**config.mk**
```make
export PLATFORM = sky130hd
export DESIGN_NAME = fft_stage_sequencer_flat
export DESIGN_NICKNAME = d
export VERILOG_FILES = /design/src/rtl/fft_stage_sequencer_if.sv /design/src/rtl/fft_stage_sequencer.sv /design/src/flat_wrapper.sv
export SDC_FILE = /design/constraint.sdc
export NUM_CORES = 1
export LEC_CHECK = 0
export BUFFER_PORTS_ARGS = -buffer_cell sky130_fd_sc_hd__buf_2
export CAP_MARGIN = 5
export CORE_MARGIN = 1
export CORE_UTILIZATION = 40
export CTS_CLUSTER_DIAMETER = 80
export DETAILED_ROUTE_END_ITERATION = 8
export GPL_ROUTABILITY_DRIVEN = 0
export PLACE_DENSITY = 0.65
export SYNTH_ARGS = -nofsm -noshare
export SYNTH_HDL_FRONTEND = slang
export SYNTH_SLANG_ARGS = --single-unit
```
**constraint.sdc**
```tcl
create_clock -name clk -period 3.89 [get_ports clk]
set_input_delay 0.389 -clock clk [delete_from_list [all_inputs] [get_ports clk]]
set_output_delay 0.389 -clock clk [all_outputs]
set_load 0.03 [all_outputs]
```
**src/rtl/fft_stage_sequencer_if.sv**
```systemverilog
// Control/status bundle between an FFT datapath controller and the stage
// sequencer.
//   start, abort, en, cont, inv_in      : requests from the controller
//   stage_sel, bfly_base, tw_addr       : mux/ROM selects for the current beat
//   valid, stage_first, frame_last      : beat qualifiers
//   busy, done, inv_q, frame_cnt        : frame status
interface fft_stage_sequencer_if #(
  parameter int unsigned LOG2N   = 5,
  parameter int unsigned SEL_W   = 3,
  parameter int unsigned FRAME_W = 8
);
  localparam int unsigned AW = LOG2N - 1;

  logic               start;
  logic               abort;
  logic               en;
  logic               cont;
  logic               inv_in;
  logic [SEL_W-1:0]   stage_sel;
  logic [AW-1:0]      bfly_base;
  logic [AW-1:0]      tw_addr;
  logic               valid;
  logic               stage_first;
  logic               frame_last;
  logic               busy;
  logic               done;
  logic               inv_q;
  logic [FRAME_W-1:0] frame_cnt;

  modport master (
    output start, abort, en, cont, inv_in,
    input  stage_sel, bfly_base, tw_addr, valid, stage_first, frame_last,
           busy, done, inv_q, frame_cnt
  );

  modport slave (
    input  start, abort, en, cont, inv_in,
    output stage_sel, bfly_base, tw_addr, valid, stage_first, frame_last,
           busy, done, inv_q, frame_cnt
  );
endinterface

```
**src/rtl/fft_stage_sequencer.sv**
```systemverilog
// Radix-2 DIT stage sequencer for an N = 2^LOG2N point FFT with
// P = 2^LOG2P butterflies per beat. Each beat emits the stage select,
// lane-0 butterfly index and lane-0 twiddle exponent.
//   clk : rising-edge clock
//   rst : synchronous active-high reset
//   sq  : control/status bundle (slave side), see fft_stage_sequencer_if
module fft_stage_sequencer #(
  parameter int unsigned LOG2N   = 5,
  parameter int unsigned LOG2P   = 4,
  parameter int unsigned SEL_W   = 3,
  parameter int unsigned FRAME_W = 8
) (
  input  logic                  clk,
  input  logic                  rst,
  fft_stage_sequencer_if.slave  sq
);
  localparam int unsigned AW         = LOG2N - 1;
  localparam int unsigned CW         = LOG2N - 1 - LOG2P;
  localparam int unsigned BW         = (CW == 0) ? 1 : CW;
  localparam int unsigned C_LAST     = (1 << CW) - 1;
  localparam int unsigned LAST_STAGE = LOG2N - 1;

  typedef enum logic {S_IDLE, S_RUN} state_t;

  state_t             state_q, state_d;
  logic [SEL_W-1:0]   stage_q, stage_d;
  logic [BW-1:0]      bcnt_q, bcnt_d;
  logic [AW-1:0]      base_q, base_d;
  logic [AW-1:0]      tw_q, tw_d;
  logic               valid_q, valid_d;
  logic               first_q, first_d;
  logic               last_q, last_d;
  logic               busy_q, busy_d;
  logic               done_q, done_d;
  logic               inv_q, inv_d;
  logic [FRAME_W-1:0] cnt_q, cnt_d;
  logic               issue;
  logic [AW:0]        mask;
  logic [SEL_W-1:0]   sh;

  // Next-state and next-output logic; a beat is issued whenever 'issue' is set.
  always_comb begin
    state_d = state_q;
    stage_d = stage_q;
    bcnt_d  = bcnt_q;
    inv_d   = inv_q;
    cnt_d   = cnt_q;
    done_d  = 1'b0;
    issue   = 1'b0;

    case (state_q)
      S_IDLE: begin
        if (sq.start && !sq.abort) begin
          state_d = S_RUN;
          inv_d   = sq.inv_in;
          stage_d = '0;
          bcnt_d  = '0;
          issue   = 1'b1;
        end
      end
      S_RUN: begin
        if (sq.abort) begin
          state_d = S_IDLE;
        end else if (last_q) begin
          // Final beat was presented last cycle: close the frame.
          done_d = 1'b1;
          cnt_d  = cnt_q + FRAME_W'(1);
          if (sq.cont) begin
            inv_d   = sq.inv_in;
            stage_d = '0;
            bcnt_d  = '0;
            issue   = 1'b1;
          end else begin
            state_d = S_IDLE;
          end
        end else if (sq.en) begin
          issue = 1'b1;
          if (bcnt_q == BW'(C_LAST)) begin
            bcnt_d  = '0;
            stage_d = stage_q + SEL_W'(1);
          end else begin
            bcnt_d = bcnt_q + BW'(1);
          end
        end
      end
      default: state_d = S_IDLE;
    endcase

    busy_d  = (state_d == S_RUN);
    valid_d = issue;
    first_d = issue && (bcnt_d == '0);
    last_d  = issue && (stage_d == SEL_W'(LAST_STAGE)) && (bcnt_d == BW'(C_LAST));

    // Index outputs track the beat position, so they hold while stalled.
    base_d = AW'(bcnt_d) << LOG2P;
    mask   = ((AW+1)'(1) << stage_d) - (AW+1)'(1);
    sh     = SEL_W'(AW) - stage_d;
    tw_d   = AW'({1'b0, base_d} & mask) << sh;
  end

  // State and output registers.
  always_ff @(posedge clk) begin
    if (rst) begin
      state_q <= S_IDLE;
      stage_q <= '0;
      bcnt_q  <= '0;
      base_q  <= '0;
      tw_q    <= '0;
      valid_q <= 1'b0;
      first_q <= 1'b0;
      last_q  <= 1'b0;
      busy_q  <= 1'b0;
      done_q  <= 1'b0;
      inv_q   <= 1'b0;
      cnt_q   <= '0;
    end else begin
      state_q <= state_d;
      stage_q <= stage_d;
      bcnt_q  <= bcnt_d;
      base_q  <= base_d;
      tw_q    <= tw_d;
      valid_q <= valid_d;
      first_q <= first_d;
      last_q  <= last_d;
      busy_q  <= busy_d;
      done_q  <= done_d;
      inv_q   <= inv_d;
      cnt_q   <= cnt_d;
    end
  end

  assign sq.stage_sel   = stage_q;
  assign sq.bfly_base   = base_q;
  assign sq.tw_addr     = tw_q;
  assign sq.valid       = valid_q;
  assign sq.stage_first = first_q;
  assign sq.frame_last  = last_q;
  assign sq.busy        = busy_q;
  assign sq.done        = done_q;
  assign sq.inv_q       = inv_q;
  assign sq.frame_cnt   = cnt_q;
endmodule

```
**src/flat_wrapper.sv**
```systemverilog
// flat-port wrapper written by rule: the top's interface ports become plain ports
module fft_stage_sequencer_flat 
#(
  parameter int unsigned LOG2N   = 5,
  parameter int unsigned LOG2P   = 4,
  parameter int unsigned SEL_W   = 3,
  parameter int unsigned FRAME_W = 8
)
  (clk, rst, sq_start, sq_abort, sq_en, sq_cont, sq_inv_in, sq_stage_sel, sq_bfly_base, sq_tw_addr, sq_valid, sq_stage_first, sq_frame_last, sq_busy, sq_done, sq_inv_q, sq_frame_cnt);
  fft_stage_sequencer_if #(.LOG2N(LOG2N), .SEL_W(SEL_W), .FRAME_W(FRAME_W)) sq_i ();
  input  logic clk;
  input  logic rst;
  input wire logic [$bits(sq_i.start)-1:0] sq_start;
  input wire logic [$bits(sq_i.abort)-1:0] sq_abort;
  input wire logic [$bits(sq_i.en)-1:0] sq_en;
  input wire logic [$bits(sq_i.cont)-1:0] sq_cont;
  input wire logic [$bits(sq_i.inv_in)-1:0] sq_inv_in;
  output wire logic [$bits(sq_i.stage_sel)-1:0] sq_stage_sel;
  output wire logic [$bits(sq_i.bfly_base)-1:0] sq_bfly_base;
  output wire logic [$bits(sq_i.tw_addr)-1:0] sq_tw_addr;
  output wire logic [$bits(sq_i.valid)-1:0] sq_valid;
  output wire logic [$bits(sq_i.stage_first)-1:0] sq_stage_first;
  output wire logic [$bits(sq_i.frame_last)-1:0] sq_frame_last;
  output wire logic [$bits(sq_i.busy)-1:0] sq_busy;
  output wire logic [$bits(sq_i.done)-1:0] sq_done;
  output wire logic [$bits(sq_i.inv_q)-1:0] sq_inv_q;
  output wire logic [$bits(sq_i.frame_cnt)-1:0] sq_frame_cnt;
  assign sq_i.start = sq_start;
  assign sq_i.abort = sq_abort;
  assign sq_i.en = sq_en;
  assign sq_i.cont = sq_cont;
  assign sq_i.inv_in = sq_inv_in;
  assign sq_stage_sel = sq_i.stage_sel;
  assign sq_bfly_base = sq_i.bfly_base;
  assign sq_tw_addr = sq_i.tw_addr;
  assign sq_valid = sq_i.valid;
  assign sq_stage_first = sq_i.stage_first;
  assign sq_frame_last = sq_i.frame_last;
  assign sq_busy = sq_i.busy;
  assign sq_done = sq_i.done;
  assign sq_inv_q = sq_i.inv_q;
  assign sq_frame_cnt = sq_i.frame_cnt;
  fft_stage_sequencer #(.LOG2N(LOG2N), .LOG2P(LOG2P), .SEL_W(SEL_W), .FRAME_W(FRAME_W)) u_core (.clk(clk), .rst(rst), .sq(sq_i));
endmodule
```
* After elaboration in Yosys (flattened, before gate mapping)
Cells that the tools add are included.
Storage, ports and cells: bits in registers 22, bits in latches 0, RAM bits 0, memory bits (read-only) 0, input port bits 7, output and inout bits 25, word-level logic and storage cells 60, memories kept 0
Operators by class: $add $sub $neg 4, $mul 0, divide/modulo/power cells 0, order comparisons 0, equal/unequal tests 5, shifts and indexed selects 1, multiplexer cells 29, bitwise gates (word level) 3, reduce and logical (&&, ||, !) cells 8
Operators with widths (count):
- two-way mux 1 bit | 18
- two-way mux 3 bit | 6
- adder 8 x 1 -> 8 bit (second input constant) | 1
- case mux 1 bit (2 select lines) | 4
- != test 2 bit (second input constant) | 3
- case mux 3 bit (2 select lines) | 1
- logical AND 1 bit | 4
- AND reduction 4 bit | 1
- << shifter 1 x 3 -> 4 bit (first input constant) | 1
- adder 3 x 1 -> 3 bit (second input constant) | 1
- equality test 3 bit (second input constant) | 1
- NOT 1 bit | 3
- AND reduction 3 bit | 1
- OR reduction 3 bit | 1
- subtractor 3 bit (first input constant) | 1
- != test 2 x 1 -> 1 bit (second input constant) | 1
- adder 1 bit (second input constant) | 1
- logical NOT 1 bit | 1

* Longest topological paths before layout
Gate-level depths: netlist (run 1).
word-level depth 9, mapped depth 5, mapped depth without buffers 5

* Worst setup path before layout (run 1)
Ideal clock, no wire load.
path kind flip-flop to flip-flop, from reg u_core.last_q, in the netlist u_core.sq.frame_last, to reg u_core.last_q, in the netlist u_core.sq.frame_last, library setup time 122 ps, data arrival time 1493 ps, required time 3768 ps, slack 2275 ps, cell stages (with the launch flop) 6, buffers on the path 1, period minus slack after synthesis 1615 ps, cell sequence dfxtp_1 -> or3b_1 -> buf_2 -> a211o_1 -> a31oi_2 -> nor2_1
Between the ends: word-level cells in the longest chain between the ends 6
Ends and longest elaborated chain:
- start, declared | RTL line fft_stage_sequencer.sv:32 | logic last_q, last_d;
- start signal, assigned | RTL line fft_stage_sequencer.sv:124 | last_q <= last_d;
- two-way mux 3 bit | RTL line fft_stage_sequencer.sv:64 | end else if (last_q) begin
- two-way mux 3 bit | RTL line fft_stage_sequencer.sv:62 | if (sq.abort) begin
- case mux 3 bit (2 select lines) | RTL line fft_stage_sequencer.sv:51 | case (state_q)
- equality test 3 bit | RTL line fft_stage_sequencer.sv:92 | last_d = issue && (stage_d == SEL_W'(LAST_STAGE)) && (bcnt_d == BW'(C_LAST));
- logical AND 1 bit | RTL line fft_stage_sequencer.sv:92
- logical AND 1 bit (*) | RTL line fft_stage_sequencer.sv:92
Every way passes the cells marked *; elsewhere a longest branch is shown, timed or not. A chain may end at the register's enable or synchronous reset.

* Worst setup path after layout (run 1)
Ends and elaborated chain as after synthesis.

==> metrics.txt, run 1 <==
Ys Warns 0; insertion delay to the later sink of the worst-skew pair 0.29 ns; Total Wirelength about 1600 um; vias in the first global route 570; synthesized area divided by synthesized cell count around 8.9 um2; worst setup path category reg -> reg; number of buffers inserted for hold repair after clock tree synthesis 0; Crit. Startpoint u_core.sq.frame_last; IO Port Bufs 23; number of rows in the core area 16; synthesized cell area about 850 um2; Antenna Violating Nets Remaining 0; critical path data required time ~4.1 ns; leak pwr approximately 0.44 nW; number of placed instances with taps included ~140; distinct cell type count of the synthesized netlist 36; number of DRC violations after detailed routing 0; post-layout min period ~1.6 ns; floorplan die height around 48 um; initial cell density of the core 42.8%; number of buffers between clock root and the deepest sink 2; unrepaired setup endpoints after global routing no; mean routed wirelength per cell about 11 um; Top Ports 32; die area 2310 um2; GR met1 Demand/Resource approximately 22%; highest clock frequency the design can meet roughly 0.63 GHz; DRT iter0 DRCs 13; area added between synthesis and finish 15.3%; Sum Neg Setup Slack 0 ns; total global-route track usage between 10% and 20%; number of antenna violations at the first check in global routing 0; startpoint of the most critical register-to-register path u_core.sq.frame_last; Reg area about 360 um2; number of setup buffers added after CTS 0; EDFF count, synth 0; sequential area share after synthesis approximately 42%; critical hold path startpoint sq_inv_in; clk slew on worst S/H paths between 0.1 and 0.15 ns; core area between 1500 and 2000 um2; proportion of netlist area held by the largest area contributor between 40% and 50%; Num Clock Sinks 18; crit start category register; cells after synthesis 95; Worst Setup End Kind register; fin. max-slew vios 0; synth top area cells dfxtp_1, buf_4, nor2_1; maximum single-stage delay on the critical path roughly 0.5 ns; worst clock skew 0.00404 ns; Post-layout nets 126; arrival time worst endpoint around 1.8 ns; most common cell in the netlist dfxtp_1; Yosys reg bits 18; fraction of the cycle the final worst path needs about two fifths; Layout Cells excl Fill roughly 140; power density normalized to cell area approximately 350 nW/um2; number of levels the H-tree was split into 1; remaining global-route overflow 0; sequence of cells on the critical path or3b_1 -> a211o_1 -> a31oi_2 -> nor2_1; clock tree from TritonCTS done; Max Cap Viol 0; number of gates given a new drive strength after cts 0; IR Drop Worst-Case VDD 0.215 mV; asr flop ratio synth 0%; Die W about 48 um; detailed placer's ending HPWL between 1000 and 1500 um; routing usage on met2 23.5%; Yosys top cell by area dfxtp_1; number of vias after detailed routing roughly 700; worst-path maximum fanout 8; maximum number of pins on one net before global-route repair 18; met3 Track Usage GR roughly 2.3%; most used standard cells in the synthesized netlist dfxtp_1, nor2_1, buf_4; Worst Hold Class in -> reg; area taken by multi-input logic gates between 400 and 500 um2; result of the run finished, final reports clean; fill cell total of the finished layout roughly 200; root buffer selected by CTS clkbuf_4; first drt pass iteration count 4; number of failing hold endpoints at the final stage 0; via-per-instance ratio just under 5; CTS buffer count 3; global-route wire length before repair 2490 um; Most Used Layer, Global Route met2; ratio of cells with drive above 1 in the final layout 25.0%; cell with the biggest individual delay on the critical path or3b_1; dominant register cell in the synthesized netlist dfxtp_1; final setup vio count 0; # diodes 0
final timing paths:
check	slack, ns	endpoint	depth (start not counted)
worst max-delay path	2.31	u_core.sq.frame_last	4
worst min-delay path	0.33	u_core.sq.inv_q	3
worst max register to register	2.31	u_core.sq.frame_last	4
worst min register to register	0.48	u_core.bcnt_q	1
layer usage:
metal	vias up	part of all wire, %
li1	361	-
met1	305	48
met2	20	47
met3	2	3.9
met4	0	1.2
met5	-	0
cell families after synthesis:
logic type	after synthesis	share of synthesized area [%]
flops	18	42.5
buf+inv	15	10.5
other cells	1	0.442
mux	2	2.51
xor+xnor	6	6.20
fa+ha+maj	2	2.95
compound gates	15	13.7
simple gates	36	21.2
sequential cells by signal, summed over array words and instances, names as in the netlist:
signal                 cells
u_core.bcnt_q              1
u_core.sq.stage_first      1
u_core.sq.done             1
u_core.sq.valid            1
u_core.sq.frame_last       1
u_core.sq.frame_cnt        8
u_core.sq.stage_sel        3
u_core.sq.inv_q            1
u_core.sq.busy             1
layout by cell type (no fill, tap or decap), types with 2 or more instances in the layout:
| cell | Yosys | routed |
|---|---|---|
| ha_1 | 2 | 2 |
| nand2b_1 | 2 | 2 |
| dfxtp_1 | 18 | 18 |
| nand2_1 | 6 | 6 |
| xnor2_1 | 3 | 3 |
| a31oi_1 | 2 | 2 |
| conb_1 | 1 | 8 |
| xor2_1 | 3 | 3 |
| nor2_1 | 13 | 13 |
| nor3_1 | 3 | 3 |
| inv_1 | 2 | 2 |
| buf_2 | 2 | 23 |
| clkbuf_4 | 0 | 3 |
| a21oi_1 | 2 | 2 |
| a311oi_1 | 3 | 3 |
| nand4_1 | 3 | 3 |
critical path: cells and delay by family, from the launching register on:
family	cells	cell delay [ns]
simple gates	2	0.56
compound gates	2	0.54
flops	1	0.39
final cells by class:
cell class | instances | share of cell area [%]
multi-input cells | 69 | 43.5
well taps | 27 | 3.45
inverters | 2 | 0.767
repair buffers | 23 | 11.8
flip-flops and latches | 18 | 36.8
clock buffers | 4 | 3.71
stage by stage:
stage	total power, mW	hold slack (ns)	util (%)	setup slack, ns	area [um2]
after floorplan	0.225	0.454	-	2.28	875
after detailed placement	0.226	0.472	47.5	2.27	942
after global routing	0.352	0.346	49.4	2.24	978
after global placement	0.225	0.471	47.5	2.30	942
final	0.339	0.326	49.4	2.31	978
after CTS	0.341	0.320	49.4	2.31	978
power by group:
| group | internal, mW | switching [mW] |
|---|---|---|
| combinational | 0.00806 | 0.0253 |
| clock | 0.0569 | 0.0597 |
| sequential | 0.186 | 0.00218 |
(Power assumes the default switching activity.)
==> inputs of run 2 (changes only) <==
Clock period 3.89 ns to 1.5 ns, I/O delays scaled along.
==> metrics.txt, run 2 (synthesis gave the netlist of run 1 again) <==
IR Drop Worst-Case VDD slightly above 0.4 mV; Num Clock Sinks 18; clock tree from TritonCTS done; FF-to-FF path depth 4; clock share of power 30.2%; number of antenna violations at the first check in global routing 0; most frequent cells in the layout buf_2, dfxtp_1, nor2_1; Net Switching between 200 and 250 uW; unrepaired setup endpoints after global routing no; Top Ports 32; hold path cells 3; smallest setup slack after layout approximately 0.065 ns; top routing layer in use met4; cell-internal power 611 uW; maximum number of pins on one net before global-route repair 18; critical path data required time 1.69 ns; Worst Hold Class in -> reg; # diodes 0; Max Cap Viol 0; ratio of cells with drive above 1 in the final layout between 20% and 30%; Reg power frac between 50% and 60%; floorplan die height about 48 um; DR WL met2 a little under 700 um; sequence of cells on the critical path or3b_4 -> a211o_1 -> a31oi_2 -> nor2_1; Worst Setup End Kind register; combinational fraction of design power 11.1%; startpoint of the most critical register-to-register path u_core.sq.frame_last; result of the run finished, final reports clean; cell with the biggest individual delay on the critical path or3b_4; clk slew on worst S/H paths approximately 0.11 ns; worst-path maximum fanout 8; critical hold path startpoint sq_inv_in; post-layout min period between 1 and 1.5 ns; insertion delay to the later sink of the worst-skew pair just under 0.3 ns; total global-route track usage 14.7%; Total Wirelength ~1500 um; number of rows in the core area 16; mean routed wirelength per cell 10.6 um; number of setup buffers added after CTS 0; highest clock frequency the design can meet roughly 0.7 GHz; number of failing hold endpoints at the final stage 0; leak pwr roughly 0.45 nW; fin. max-slew vios 0; final setup vio count 0; worst setup path category reg -> reg; initial cell density of the core between 40 and 50%; core area ~2000 um2; overall power of the completed layout just over 800 uW; commonest non-fill, non-tap cell in the layout buf_2; vias in the first global route between 500 and 600; Routed met3 length 102 um; worst slack after detailed placement 0.0632 ns; maximum single-stage delay on the critical path 0.40 ns; number of buffers between clock root and the deepest sink 2; Hold Worst Slack 0.0950 ns; arrival time worst endpoint 1.62 ns; max reg flops 8; DRT iter0 DRCs 18; Crit. Startpoint u_core.sq.frame_last; CTS buffer count 3; Antenna Violating Nets Remaining 0; crit start category register; IO Port Bufs 23; remaining global-route overflow 0; via-per-instance ratio ~4.8; fraction of the cycle the final worst path needs a little over nine tenths; global-route wire length before repair about 2300 um; Sum Neg Setup Slack 0 ns; number of DRC violations after detailed routing 0; net switching share of the total power 26.3%; Post-layout nets 129; fill cell total of the finished layout 193; area added between synthesis and finish 18.4%; number of vias after detailed routing about 700; die area 2310 um2; number of levels the H-tree was split into 1; met1 wire length between 700 and 800 um; power density normalized to cell area 825 nW/um2; worst clock skew about 0.0093 ns; root buffer selected by CTS clkbuf_4; detailed placer's ending HPWL 1140 um; first drt pass iteration count 4; Die W between 40 and 50 um; final design utilization between 50% and 60%
## run 2: routing by layer
layer,vias up,GRT usage [%]
met5,-,0
met4,0,5.00
met3,2,4.53
met2,28,20.5
met1,304,21.2
li1,369,-
## run 2: critical path, delay by kind of cell, from the launching register on
family	cells	cell delay, ns
compound gates	2	0.49
flops	1	0.38
simple gates	2	0.47
## run 2: final timing paths
kind / end / slack, ns
setup / recovery: u_core.sq.frame_last / 0.06
hold / removal: u_core.sq.inv_q / 0.1
setup reg to reg: u_core.sq.frame_last / 0.06
hold reg to reg: u_core.bcnt_q / 0.49
## run 2: per-stage QoR
| stage | area (um2) | instances |
|---|---|---|
| after floorplan | 885 | 102 |
| after global placement | 968 | 142 |
| after detailed placement | 968 | 142 |
| after CTS | 995 | 146 |
| after global routing | 1000 | 146 |
| final | 1000 | 146 |
## run 2: what timing repair did
item / 4_1_cts / 5_1_grt
resized for setup: 0 / 3
setup endpoints to repair: 0 / 4
hold buffers: 0 / 0
## run 2: power by group through the flow
| stage | Combinational, mW | Clock (mW) | Sequential [mW] |
|---|---|---|---|
| global placement | 0.0896 | 0 | 0.498 |
| global route | 0.100 | 0.278 | 0.489 |
| CTS | 0.0900 | 0.255 | 0.487 |
| finish | 0.0920 | 0.250 | 0.487 |
| detailed placement | 0.0896 | 0 | 0.498 |
| floorplan | 0.0760 | 0 | 0.507 |
## run 2: cell type report
cell class	count	area (um2)	area share, %
inverter	2	7.51	0.747
sequential	18	365	36.4
clock buffer	4	26.3	2.62
multi-input combinational	69	434	43.2
tap	27	33.8	3.36
timing repair buffer	26	138	13.7
==> inputs of run 3 (changes only) <==
Settings changed: CELL_PAD_IN_SITES_DETAIL_PLACEMENT from default to 0, CELL_PAD_IN_SITES_GLOBAL_PLACEMENT from default to 2, CORE_UTILIZATION 40 to 26, PLACE_DENSITY 0.65 to 0.73.
==> metrics.txt, run 3 (synthesis gave the netlist of run 1 again) <==
result of the run finished, final reports clean; number of setup buffers added after CTS 0; critical path data required time 1.70 ns; DRT iter0 DRCs 21; combinational fraction of design power roughly 11%; number of vias after detailed routing around 740; number of DRC violations after detailed routing 0; # diodes 0; number of rows in the core area 20; sequence of cells on the critical path or3b_4 -> a211o_1 -> a31oi_2 -> nor2_1; insertion delay to the later sink of the worst-skew pair 0.30 ns; overall power of the completed layout 895 uW; total buffers and inverters traversed by the critical path 0; detailed placer's ending HPWL roughly 1400 um; remaining global-route overflow 0; Layout Cells excl Fill between 150 and 200; final setup vio count 0; floorplan die height a little under 60 um; Net Switching approximately 240 uW; crit start category register; leak pwr ~0.46 nW; Max Cap Viol 0; number of antenna violations at the first check in global routing 0; unrepaired setup endpoints after global routing no; mean routed wirelength per cell approximately 11 um; die area ~3500 um2; max reg flops 8; worst setup path category reg -> reg; worst clock skew around 0.0016 ns; total global-route track usage a little over a tenth; ratio of cells with drive above 1 in the final layout 30.0%; number of placed instances with taps included 160; highest clock frequency the design can meet about 0.7 GHz; Sum Neg Setup Slack 0 ns; Total Wirelength roughly 1900 um; fraction of the cycle the final worst path needs 95.6%; via-per-instance ratio roughly 4.5; CTS buffer count 3; Antenna Violating Nets Remaining 0; IO Port Bufs 23; first drt pass iteration count 4; Post-layout nets 130; Die W between 50 and 60 um; commonest non-fill, non-tap cell in the layout buf_2; clock share of power between 30% and 40%; fin. max-slew vios 0; Num Clock Sinks 18; number of failing hold endpoints at the final stage 0; Largest delay share family, worst path compound AO/OA/AOI/OAI gates; most frequent cells in the layout buf_2, dfxtp_1, nor2_1; global-route wire length before repair between 2000 and 3000 um; root buffer selected by CTS clkbuf_4; Worst Hold Class in -> reg; vias in the first global route 625; number of levels the H-tree was split into 1; worst-path maximum fanout 8; IR Drop Worst-Case VDD 0.570 mV; Top Ports 32; core area 3080 um2; power density normalized to cell area 862 nW/um2; maximum single-stage delay on the critical path about 0.4 ns; initial cell density of the core 27.6%; maximum number of pins on one net before global-route repair 18; post-layout min period about 1.4 ns; clock tree from TritonCTS done; Reg power frac 54.4%; net switching share of the total power 26.5%; area added between synthesis and finish 22.3%; arrival time worst endpoint around 1.6 ns; number of buffers between clock root and the deepest sink 2; Worst Setup End Kind register; clk slew on worst S/H paths around 0.11 ns; cell-internal power around 660 uW; cell with the biggest individual delay on the critical path or3b_4
[run 3: cell types whose count changed in the layout (fill, tap and decap cells not counted), sizes merged]
cell	before	now
buf	26	27
[run 3: final cells by class]
class	count	area (um2)
Multi-Input combinational cell	69	428
Clock buffer	4	36.3
Fill cell	339	2040
Sequential cell	18	365
Inverter	2	7.51
Tap cell	44	55.1
Timing Repair Buffer	27	145
[run 3: stage by stage]
step	util [%]	cell area (um2)	hold slack [ns]	setup slack, ns
2_1_floorplan	-	885	0.294	0.0125
3_3_place_gp	32.4	997	0.390	0.0853
3_5_place_dp	32.4	997	0.399	0.0549
4_1_cts	33.6	1030	0.0750	0.0384
5_1_grt	33.7	1040	0.0800	0.00363
6_report	33.7	1040	0.0758	0.0661
[run 3: timing repair]
action / 4_1_cts / 5_1_grt
endpoints found under the setup margin: 0 / 3
endpoints found under the hold margin: 0 / 0
resized for setup: 0 / 2
hold buffers: 0 / 0
[run 3: worst reg2reg max path: cells and delay by family (launching register included)]
family | cells | cell delay [ns]
flip-flops | 1 | 0.39
AO/OA/AOI/OAI | 2 | 0.48
AND/OR/NAND/NOR | 2 | 0.47
[run 3: path summary, 6_finish.rpt]
kind	startpoint	endpoint	slack (ns)	depth (start not counted)
worst max-delay path	u_core.sq.frame_last	u_core.sq.frame_last	0.07	4
worst min-delay path	sq_inv_in	u_core.sq.inv_q	0.08	3
worst max register to register	u_core.sq.frame_last	u_core.sq.frame_last	0.07	4
worst min register to register	u_core.bcnt_q	u_core.bcnt_q	0.49	1
[run 3: per-layer routing]
layer | vias to the layer above | global-route usage, % | wire length [um]
met5 | - | 0 | 0
met4 | 0 | 3.06 | 12
met3 | 2 | 5.02 | 127
met2 | 27 | 19.0 | 894
met1 | 343 | 11.4 | 829
li1 | 369 | - | -
[run 3: power by group through the flow]
stage	Clock, mW	Sequential (mW)	Combinational [mW]
2_1_floorplan	0	0.507	0.0760
3_3_place_gp	0	0.497	0.0941
3_5_place_dp	0	0.498	0.0949
4_1_cts	0.325	0.487	0.0950
5_1_grt	0.336	0.488	0.102
6_report	0.311	0.487	0.0966
